--- src/rtl/mem_access_ctrl.sv ---
// mem_access_ctrl
// MEM-stage data-memory access controller. It takes a load/store request from EX/MEM,
// runs it on a variable-latency req/ack data-memory port, and stalls the pipeline while
// the transaction is in flight. For loads it captures the returned word, the half-word
// select and the half-word flag for the downstream halfword extractor.
//
// Optional feature: define MEM_TIMEOUT_EN to enable the ack watchdog. After TIMEOUT REQ
// cycles with no ack, the transaction is aborted and bus_err pulses. With the macro
// undefined, REQ waits indefinitely and bus_err is tied to 0.
//
// Ports
//   clk, rst           clock; synchronous active-high reset
//   mem_read/write     request from EX/MEM (both set = write)
//   half_word          1 = half-word access, 0 = word access
//   addr, wdata        byte address and store data
//   dm_req/we/addr/be  memory request, held stable until ack
//   dm_wdata           aligned store data
//   dm_ack, dm_rdata   memory acknowledge and read data
//   stall              freezes IF..EX/MEM (combinational)
//   ld_data/wc/half    captured load word, addr[1] and half flag (to the extractor)
//   ld_valid           one-cycle pulse when load data is updated
//   misalign           misaligned request flag (combinational)
//   bus_err            one-cycle pulse when the watchdog aborts a transaction
module mem_access_ctrl #(
    parameter int unsigned TIMEOUT = 15
) (
    input  logic        clk,
    input  logic        rst,
    input  logic        mem_read,
    input  logic        mem_write,
    input  logic        half_word,
    input  logic [31:0] addr,
    input  logic [31:0] wdata,
    output logic        dm_req,
    output logic        dm_we,
    output logic [31:0] dm_addr,
    output logic [3:0]  dm_be,
    output logic [31:0] dm_wdata,
    input  logic        dm_ack,
    input  logic [31:0] dm_rdata,
    output logic        stall,
    output logic [31:0] ld_data,
    output logic        ld_wc,
    output logic        ld_half,
    output logic        ld_valid,
    output logic        misalign,
    output logic        bus_err
);

    typedef enum logic [1:0] {StIdle, StReq, StDone} state_e;

    state_e      state_q, state_d;
    logic        dm_req_q, dm_req_d;
    logic        dm_we_q, dm_we_d;
    logic [31:0] dm_addr_q, dm_addr_d;
    logic [3:0]  dm_be_q, dm_be_d;
    logic [31:0] dm_wdata_q, dm_wdata_d;
    logic [31:0] ld_data_q, ld_data_d;
    logic        ld_wc_q, ld_wc_d;
    logic        ld_half_q, ld_half_d;
    logic        ld_valid_q, ld_valid_d;
    logic        bus_err_q, bus_err_d;

    logic        req_present;
    logic        req_misaligned;
    logic [3:0]  be_new;
    logic        timeout_hit;

    assign req_present    = mem_read | mem_write;
    assign req_misaligned = half_word ? addr[0] : (addr[1:0] != 2'b00);
    assign be_new         = !half_word ? 4'b1111 : (addr[1] ? 4'b1100 : 4'b0011);

`ifdef MEM_TIMEOUT_EN
    localparam int unsigned CntW = (TIMEOUT > 1) ? $clog2(TIMEOUT) : 1;

    logic [CntW-1:0] cnt_q, cnt_d;

    // Counts completed REQ cycles; zeroed whenever a transaction is issued.
    always_comb begin
        cnt_d = cnt_q;
        if (state_q == StIdle) begin
            cnt_d = '0;
        end else if (state_q == StReq) begin
            cnt_d = cnt_q + 1'b1;
        end
    end

    assign timeout_hit = (state_q == StReq) && !dm_ack && (cnt_q == CntW'(TIMEOUT - 1));

    always_ff @(posedge clk) begin
        if (rst) begin
            cnt_q <= '0;
        end else begin
            cnt_q <= cnt_d;
        end
    end
`else
    logic unused_timeout;
    assign unused_timeout = ^TIMEOUT;
    assign timeout_hit    = 1'b0;
`endif

    always_comb begin
        state_d    = state_q;
        dm_req_d   = dm_req_q;
        dm_we_d    = dm_we_q;
        dm_addr_d  = dm_addr_q;
        dm_be_d    = dm_be_q;
        dm_wdata_d = dm_wdata_q;
        ld_data_d  = ld_data_q;
        ld_wc_d    = ld_wc_q;
        ld_half_d  = ld_half_q;
        ld_valid_d = 1'b0;
        bus_err_d  = 1'b0;
        stall      = 1'b0;
        misalign   = 1'b0;

        unique case (state_q)
            StIdle: begin
                if (req_present) begin
                    if (req_misaligned) begin
                        misalign = 1'b1;
                    end else begin
                        stall      = 1'b1;
                        state_d    = StReq;
                        dm_req_d   = 1'b1;
                        dm_we_d    = mem_write;
                        dm_addr_d  = {addr[31:2], 2'b00};
                        dm_be_d    = be_new;
                        dm_wdata_d = half_word ? {wdata[15:0], wdata[15:0]} : wdata;
                        // Stores must not disturb the extractor's select inputs.
                        if (!mem_write) begin
                            ld_wc_d   = addr[1];
                            ld_half_d = half_word;
                        end
                    end
                end
            end
            StReq: begin
                stall = 1'b1;
                if (dm_ack) begin
                    state_d  = StDone;
                    dm_req_d = 1'b0;
                    if (!dm_we_q) begin
                        ld_data_d  = dm_rdata;
                        ld_valid_d = 1'b1;
                    end
                end else if (timeout_hit) begin
                    state_d   = StDone;
                    dm_req_d  = 1'b0;
                    bus_err_d = 1'b1;
                end
            end
            StDone: begin
                state_d = StIdle;
            end
            default: begin
                state_d  = StIdle;
                dm_req_d = 1'b0;
            end
        endcase
    end

    always_ff @(posedge clk) begin
        if (rst) begin
            state_q    <= StIdle;
            dm_req_q   <= 1'b0;
            dm_we_q    <= 1'b0;
            dm_addr_q  <= '0;
            dm_be_q    <= '0;
            dm_wdata_q <= '0;
            ld_data_q  <= '0;
            ld_wc_q    <= 1'b0;
            ld_half_q  <= 1'b0;
            ld_valid_q <= 1'b0;
            bus_err_q  <= 1'b0;
        end else begin
            state_q    <= state_d;
            dm_req_q   <= dm_req_d;
            dm_we_q    <= dm_we_d;
            dm_addr_q  <= dm_addr_d;
            dm_be_q    <= dm_be_d;
            dm_wdata_q <= dm_wdata_d;
            ld_data_q  <= ld_data_d;
            ld_wc_q    <= ld_wc_d;
            ld_half_q  <= ld_half_d;
            ld_valid_q <= ld_valid_d;
            bus_err_q  <= bus_err_d;
        end
    end

    assign dm_req   = dm_req_q;
    assign dm_we    = dm_we_q;
    assign dm_addr  = dm_addr_q;
    assign dm_be    = dm_be_q;
    assign dm_wdata = dm_wdata_q;
    assign ld_data  = ld_data_q;
    assign ld_wc    = ld_wc_q;
    assign ld_half  = ld_half_q;
    assign ld_valid = ld_valid_q;
`ifdef MEM_TIMEOUT_EN
    assign bus_err  = bus_err_q;
`else
    assign bus_err  = 1'b0;
    logic unused_bus_err;
    assign unused_bus_err = bus_err_q;
`endif

endmodule

--- config.mk ---
export PLATFORM = sky130hd
export DESIGN_NAME = mem_access_ctrl
export DESIGN_NICKNAME = d
export VERILOG_FILES = /design/src/rtl/mem_access_ctrl.sv
export SDC_FILE = /design/constraint.sdc
export NUM_CORES = 1
export LEC_CHECK = 0
export ABC_AREA = 1
export BUFFER_PORTS_ARGS = -buffer_cell sky130_fd_sc_hd__clkbuf_2
export CORE_MARGIN = 8
export CORE_UTILIZATION = 25
export DETAILED_ROUTE_END_ITERATION = 10
export PLACE_DENSITY = 0.62
export SETUP_SLACK_MARGIN = 0.15
export SYNTH_ARGS = -nofsm -noshare
export SYNTH_HDL_FRONTEND = slang
export SYNTH_SLANG_ARGS = --single-unit
--- constraint.sdc ---
create_clock -name clk -period 2.69 [get_ports clk]
set_clock_uncertainty 0.2 [all_clocks]
set_input_delay 0.1345 -clock clk [delete_from_list [all_inputs] [get_ports clk]]
set_output_delay 0.1345 -clock clk [all_outputs]
set_load 0.02 [all_outputs]
==> impl_metrics.xml <==
<?xml version="1.0" encoding="UTF-8"?>
<metrics>
  <group name="cells_and_area">
    <metric name="fin_area" unit="µm²">6310</metric>
    <metric name="layout.filler_cells" unit="">1512</metric>
    <metric name="final_layout_size_suffix_gt1_frac" unit="">0.287</metric>
    <metric name="area_occupied_by_registers" unit="µm²">2060</metric>
    <metric name="num-nets-final" unit="">912</metric>
    <metric name="final_common_cell" unit="">sky130_fd_sc_hd__clkbuf_2</metric>
    <metric name="area_growth_syn_to_layout" unit="%">63.1</metric>
    <metric name="multiInputGateArea" unit="µm²">1550</metric>
    <metric name="final_cell_mix" unit="">sky130_fd_sc_hd__clkbuf_2, sky130_fd_sc_hd__nor2_1, sky130_fd_sc_hd__dfxtp_1</metric>
    <metric name="utilization" unit="">0.416</metric>
  </group>
  <group name="grt">
    <metric name="first_global_vias" unit="">4348</metric>
    <metric name="grt_first_pass_wirelength" unit="mm">22.1</metric>
    <metric name="grt_start_max_net_pins" unit="">68</metric>
    <metric name="grt-ovfl-total" unit="">0</metric>
    <metric name="antenna_violations_before_repair" unit="">1</metric>
    <metric name="grt_util_overall" unit="">0.140</metric>
  </group>
  <group name="clock_tree">
    <metric name="cts_tree" unit="">built</metric>
    <metric name="clock_latency_on_the_worst_skew_pair" unit="ps">340</metric>
    <metric name="cts.htree.levels" unit="">3</metric>
    <metric name="cts.path.max_buffers" unit="">2</metric>
    <metric name="cts_buffers" unit="">9</metric>
    <metric name="cts_num_sinks" unit="">103</metric>
    <metric name="cts.root.buffer_cell" unit="">sky130_fd_sc_hd__clkbuf_16</metric>
    <metric name="cts_repair_resize_count" unit="">0</metric>
    <metric name="cts_post_setup_buffers_inserted" unit="">0</metric>
    <metric name="number_of_hold_buffers_added_after_cts" unit="">100</metric>
    <metric name="cts.reportedPaths.clkPinSlew" unit="ps">70</metric>
  </group>
  <group name="synth">
    <metric name="synth_seq_cells" unit="">103</metric>
    <metric name="post_synthesis_cells" unit="">522</metric>
    <metric name="synth-adder-area-share" unit="">0</metric>
    <metric name="yosys.cell_types.count" unit="">21</metric>
    <metric name="yosys-mux-area-fraction" unit="">0</metric>
    <metric name="post_synth_instance_area" unit="µm²">3870</metric>
    <metric name="synth_top_cell_by_area" unit="">sky130_fd_sc_hd__dfxtp_1</metric>
    <metric name="main_combinational_cell_family_by_area_after_synthesis" unit="">simple AND/OR/NAND/NOR gates</metric>
    <metric name="synth.area.top_cells" unit="">sky130_fd_sc_hd__dfxtp_1, sky130_fd_sc_hd__nor2_1, sky130_fd_sc_hd__o21ai_0</metric>
    <metric name="synth_warnings" unit="">0</metric>
    <metric name="synth-compound-area-share" unit="">0.134</metric>
    <metric name="post_synth_and_or_nand_nor_area_fraction" unit="">0.263</metric>
    <metric name="synth-xor-area-share" unit="">0</metric>
    <metric name="synth_largest_type_area_fraction" unit="">0.533</metric>
    <metric name="post_synthesis_sequential_area_ratio" unit="">0.533</metric>
    <metric name="mean_cell_area_of_the_mapped_netlist" unit="µm²">7.41</metric>
  </group>
  <group name="outcome">
    <metric name="status" unit="">finished clean</metric>
  </group>
  <group name="place">
    <metric name="place_ws" unit="ps">881</metric>
    <metric name="port-buffer-count" unit="">206</metric>
    <metric name="gp_congestion" unit="">0.786</metric>
    <metric name="post_dp_cell_area" unit="µm²">4990</metric>
    <metric name="dp.final_hpwl" unit="mm">9.31</metric>
  </group>
  <group name="sta">
    <metric name="setup_viol" unit="">0</metric>
    <metric name="final_hold_viol_count" unit="">0</metric>
    <metric name="fin_crit_sh" unit="">0.806</metric>
    <metric name="period_needed" unit="ps">2170</metric>
    <metric name="max-slew-margin-rel" unit="">0.547</metric>
    <metric name="grt_setup_unrepaired" unit="">false</metric>
    <metric name="tightestPinTransition" unit="ps">679</metric>
    <metric name="final_max_slew_viol_count" unit="">0</metric>
    <metric name="timing.fmax" unit="GHz">0.461</metric>
    <metric name="hold-worst-slack" unit="ps">24.0</metric>
    <metric name="fin_setup_tns" unit="ps">0</metric>
    <metric name="layout_setup_ws" unit="ps">523</metric>
  </group>
  <group name="pwr">
    <metric name="sequential_cell_fraction_of_total_power" unit="">0.441</metric>
    <metric name="sw_frac_of_total" unit="">0.279</metric>
    <metric name="vdd.ir_drop.worst" unit="mV">0.334</metric>
    <metric name="intPower" unit="mW">2.77</metric>
    <metric name="combinationalPowerShare" unit="">0.202</metric>
    <metric name="clock_network_fraction_of_total_power" unit="">0.357</metric>
    <metric name="switchingPower" unit="mW">1.07</metric>
    <metric name="leakagePower" unit="nW">3.01</metric>
    <metric name="powerDensity" unit="nW/µm²">610</metric>
  </group>
  <group name="die">
    <metric name="floorplan.die_area" unit="µm²">19700</metric>
    <metric name="floorplan.initialDensity" unit="">0.255</metric>
    <metric name="dieWidth" unit="µm">140</metric>
    <metric name="fp.dieH" unit="µm">140</metric>
    <metric name="num_rows" unit="">45</metric>
    <metric name="pin_count" unit="">210</metric>
    <metric name="design.core.area" unit="µm²">15100</metric>
  </group>
  <group name="routing">
    <metric name="routed_wire_length_per_instance" unit="µm">14.0</metric>
    <metric name="detail_route.wirelength" unit="mm">14.0</metric>
    <metric name="detail-route-antenna-nets" unit="">0</metric>
    <metric name="firstDrtPassIters" unit="">4</metric>
    <metric name="drt_iter0_markers" unit="">144</metric>
    <metric name="via_count" unit="">4268</metric>
    <metric name="route.detailed.drc" unit="">0</metric>
    <metric name="detail_route.vias_per_cell" unit="">4.25</metric>
  </group>
  <group name="setup_path">
    <metric name="setup.worst_path.class" unit="">input pin to primary output</metric>
    <metric name="cp_cell_sequence" unit="">dlygate4sd3_1 -&gt; clkbuf_2 -&gt; a21oi_4 -&gt; nand2_2 -&gt; buf_4 -&gt; nand2_1 -&gt; clkbuf_2</metric>
    <metric name="critical_path_peak_fanout" unit="">67</metric>
    <metric name="worstRegToRegCells" unit="">8</metric>
    <metric name="setup.worst_path.start_class" unit="">input pin</metric>
    <metric name="timing.critical_path.mode_cell" unit="">sky130_fd_sc_hd__clkbuf_2</metric>
    <metric name="cp_slowest_cell" unit="">sky130_fd_sc_hd__buf_4</metric>
    <metric name="worst-endpoint-arrival" unit="ps">1830</metric>
    <metric name="worstPathRequired" unit="ps">2360</metric>
    <metric name="cpPeakStageDelay" unit="ps">560</metric>
    <metric name="timing.critical_path.to_type" unit="">primary output</metric>
  </group>
  <group name="run">
    <metric name="cap_viol_max_count" unit="">0</metric>
  </group>
  <group name="worst_hold_path">
    <metric name="min_path_type" unit="">input pin to flop</metric>
    <metric name="min_delay_path_depth" unit="">5</metric>
  </group>
</metrics>
-- critical path: cells and delay by family --
family	cells	cell delay, ps
AND/OR/NAND/NOR	2	180
AO/OA/AOI/OAI	1	70
buffers and inverters	4	1450
-- path summary, 6_finish.rpt --
kind                                              start  slack (ps)                   endpoint
worst max-delay path                            addr[1]         520                      stall
worst min-delay path                          mem_write          20         dm_we$_SDFFE_PP0P_
worst max register to register  state_q[0]$_SDFFE_PP0P_         910  dm_wdata[20]$_SDFFE_PP0P_
worst min register to register      dm_req$_SDFFE_PP0P_         270        dm_req$_SDFFE_PP0P_
-- cells by family (layout without fill, tap and decap cells) --
family | after synthesis | after routing
other cells | 1 | 4
compound gates | 101 | 101
simple gates | 269 | 269
buf+inv | 48 | 339
flops | 103 | 103
-- flip-flops by register name, summed over array words and instances (netlist names) --
name	count
dm_req	1
ld_data	32
ld_valid	1
state_q	2
dm_we	1
dm_wdata	32
ld_half	1
dm_be	2
dm_addr	30
ld_wc	1
-- power by group through the flow --
stage / combinational [mW] / sequential [mW] / clock (mW)
after floorplan: 0.281 / 1.86 / 0
after global placement: 0.660 / 1.73 / 0
after detailed placement: 0.662 / 1.73 / 0
after CTS: 0.778 / 1.69 / 1.44
after global routing: 0.855 / 1.71 / 1.49
final: 0.776 / 1.69 / 1.37
-- layer usage --
layer  vias to the layer above  global-route usage  part of all wire  routed length, µm
met4                         0              0.0697             0.023                323
li1                       2213                   -                 -                  -
met1                      1893               0.154              0.43               5960
met5                         -                   0                 0                  0
met2                       142               0.239              0.48               6680
met3                        20              0.0435             0.075               1050
-- per-stage QoR --
stage               power, mW  std cells
floorplan                2.14        524
global placement         2.38        887
detailed placement       2.39        887
CTS                      3.91       1003
global route             4.06       1004
finish                   3.85       1004
-- synth_stat cells (all sizes together) --
cell / number
a21oi: 4
buf: 19
clkbuf: 18
clkinv: 1
conb: 1
dfxtp: 103
inv: 10
nand2: 62
nand3: 2
nor2: 204
nor3: 1
o21ai: 97
-- cell type report --
cell class                 instances  share of cell area
antenna                            1            0.000397
clock inverter                     6              0.0135
inverter                          11             0.00714
clock buffer                      10              0.0363
tap                              188              0.0373
timing repair buffer             312               0.333
multi-input combinational        373               0.245
sequential                       103               0.327
Power figures use the tool's default switching activity.
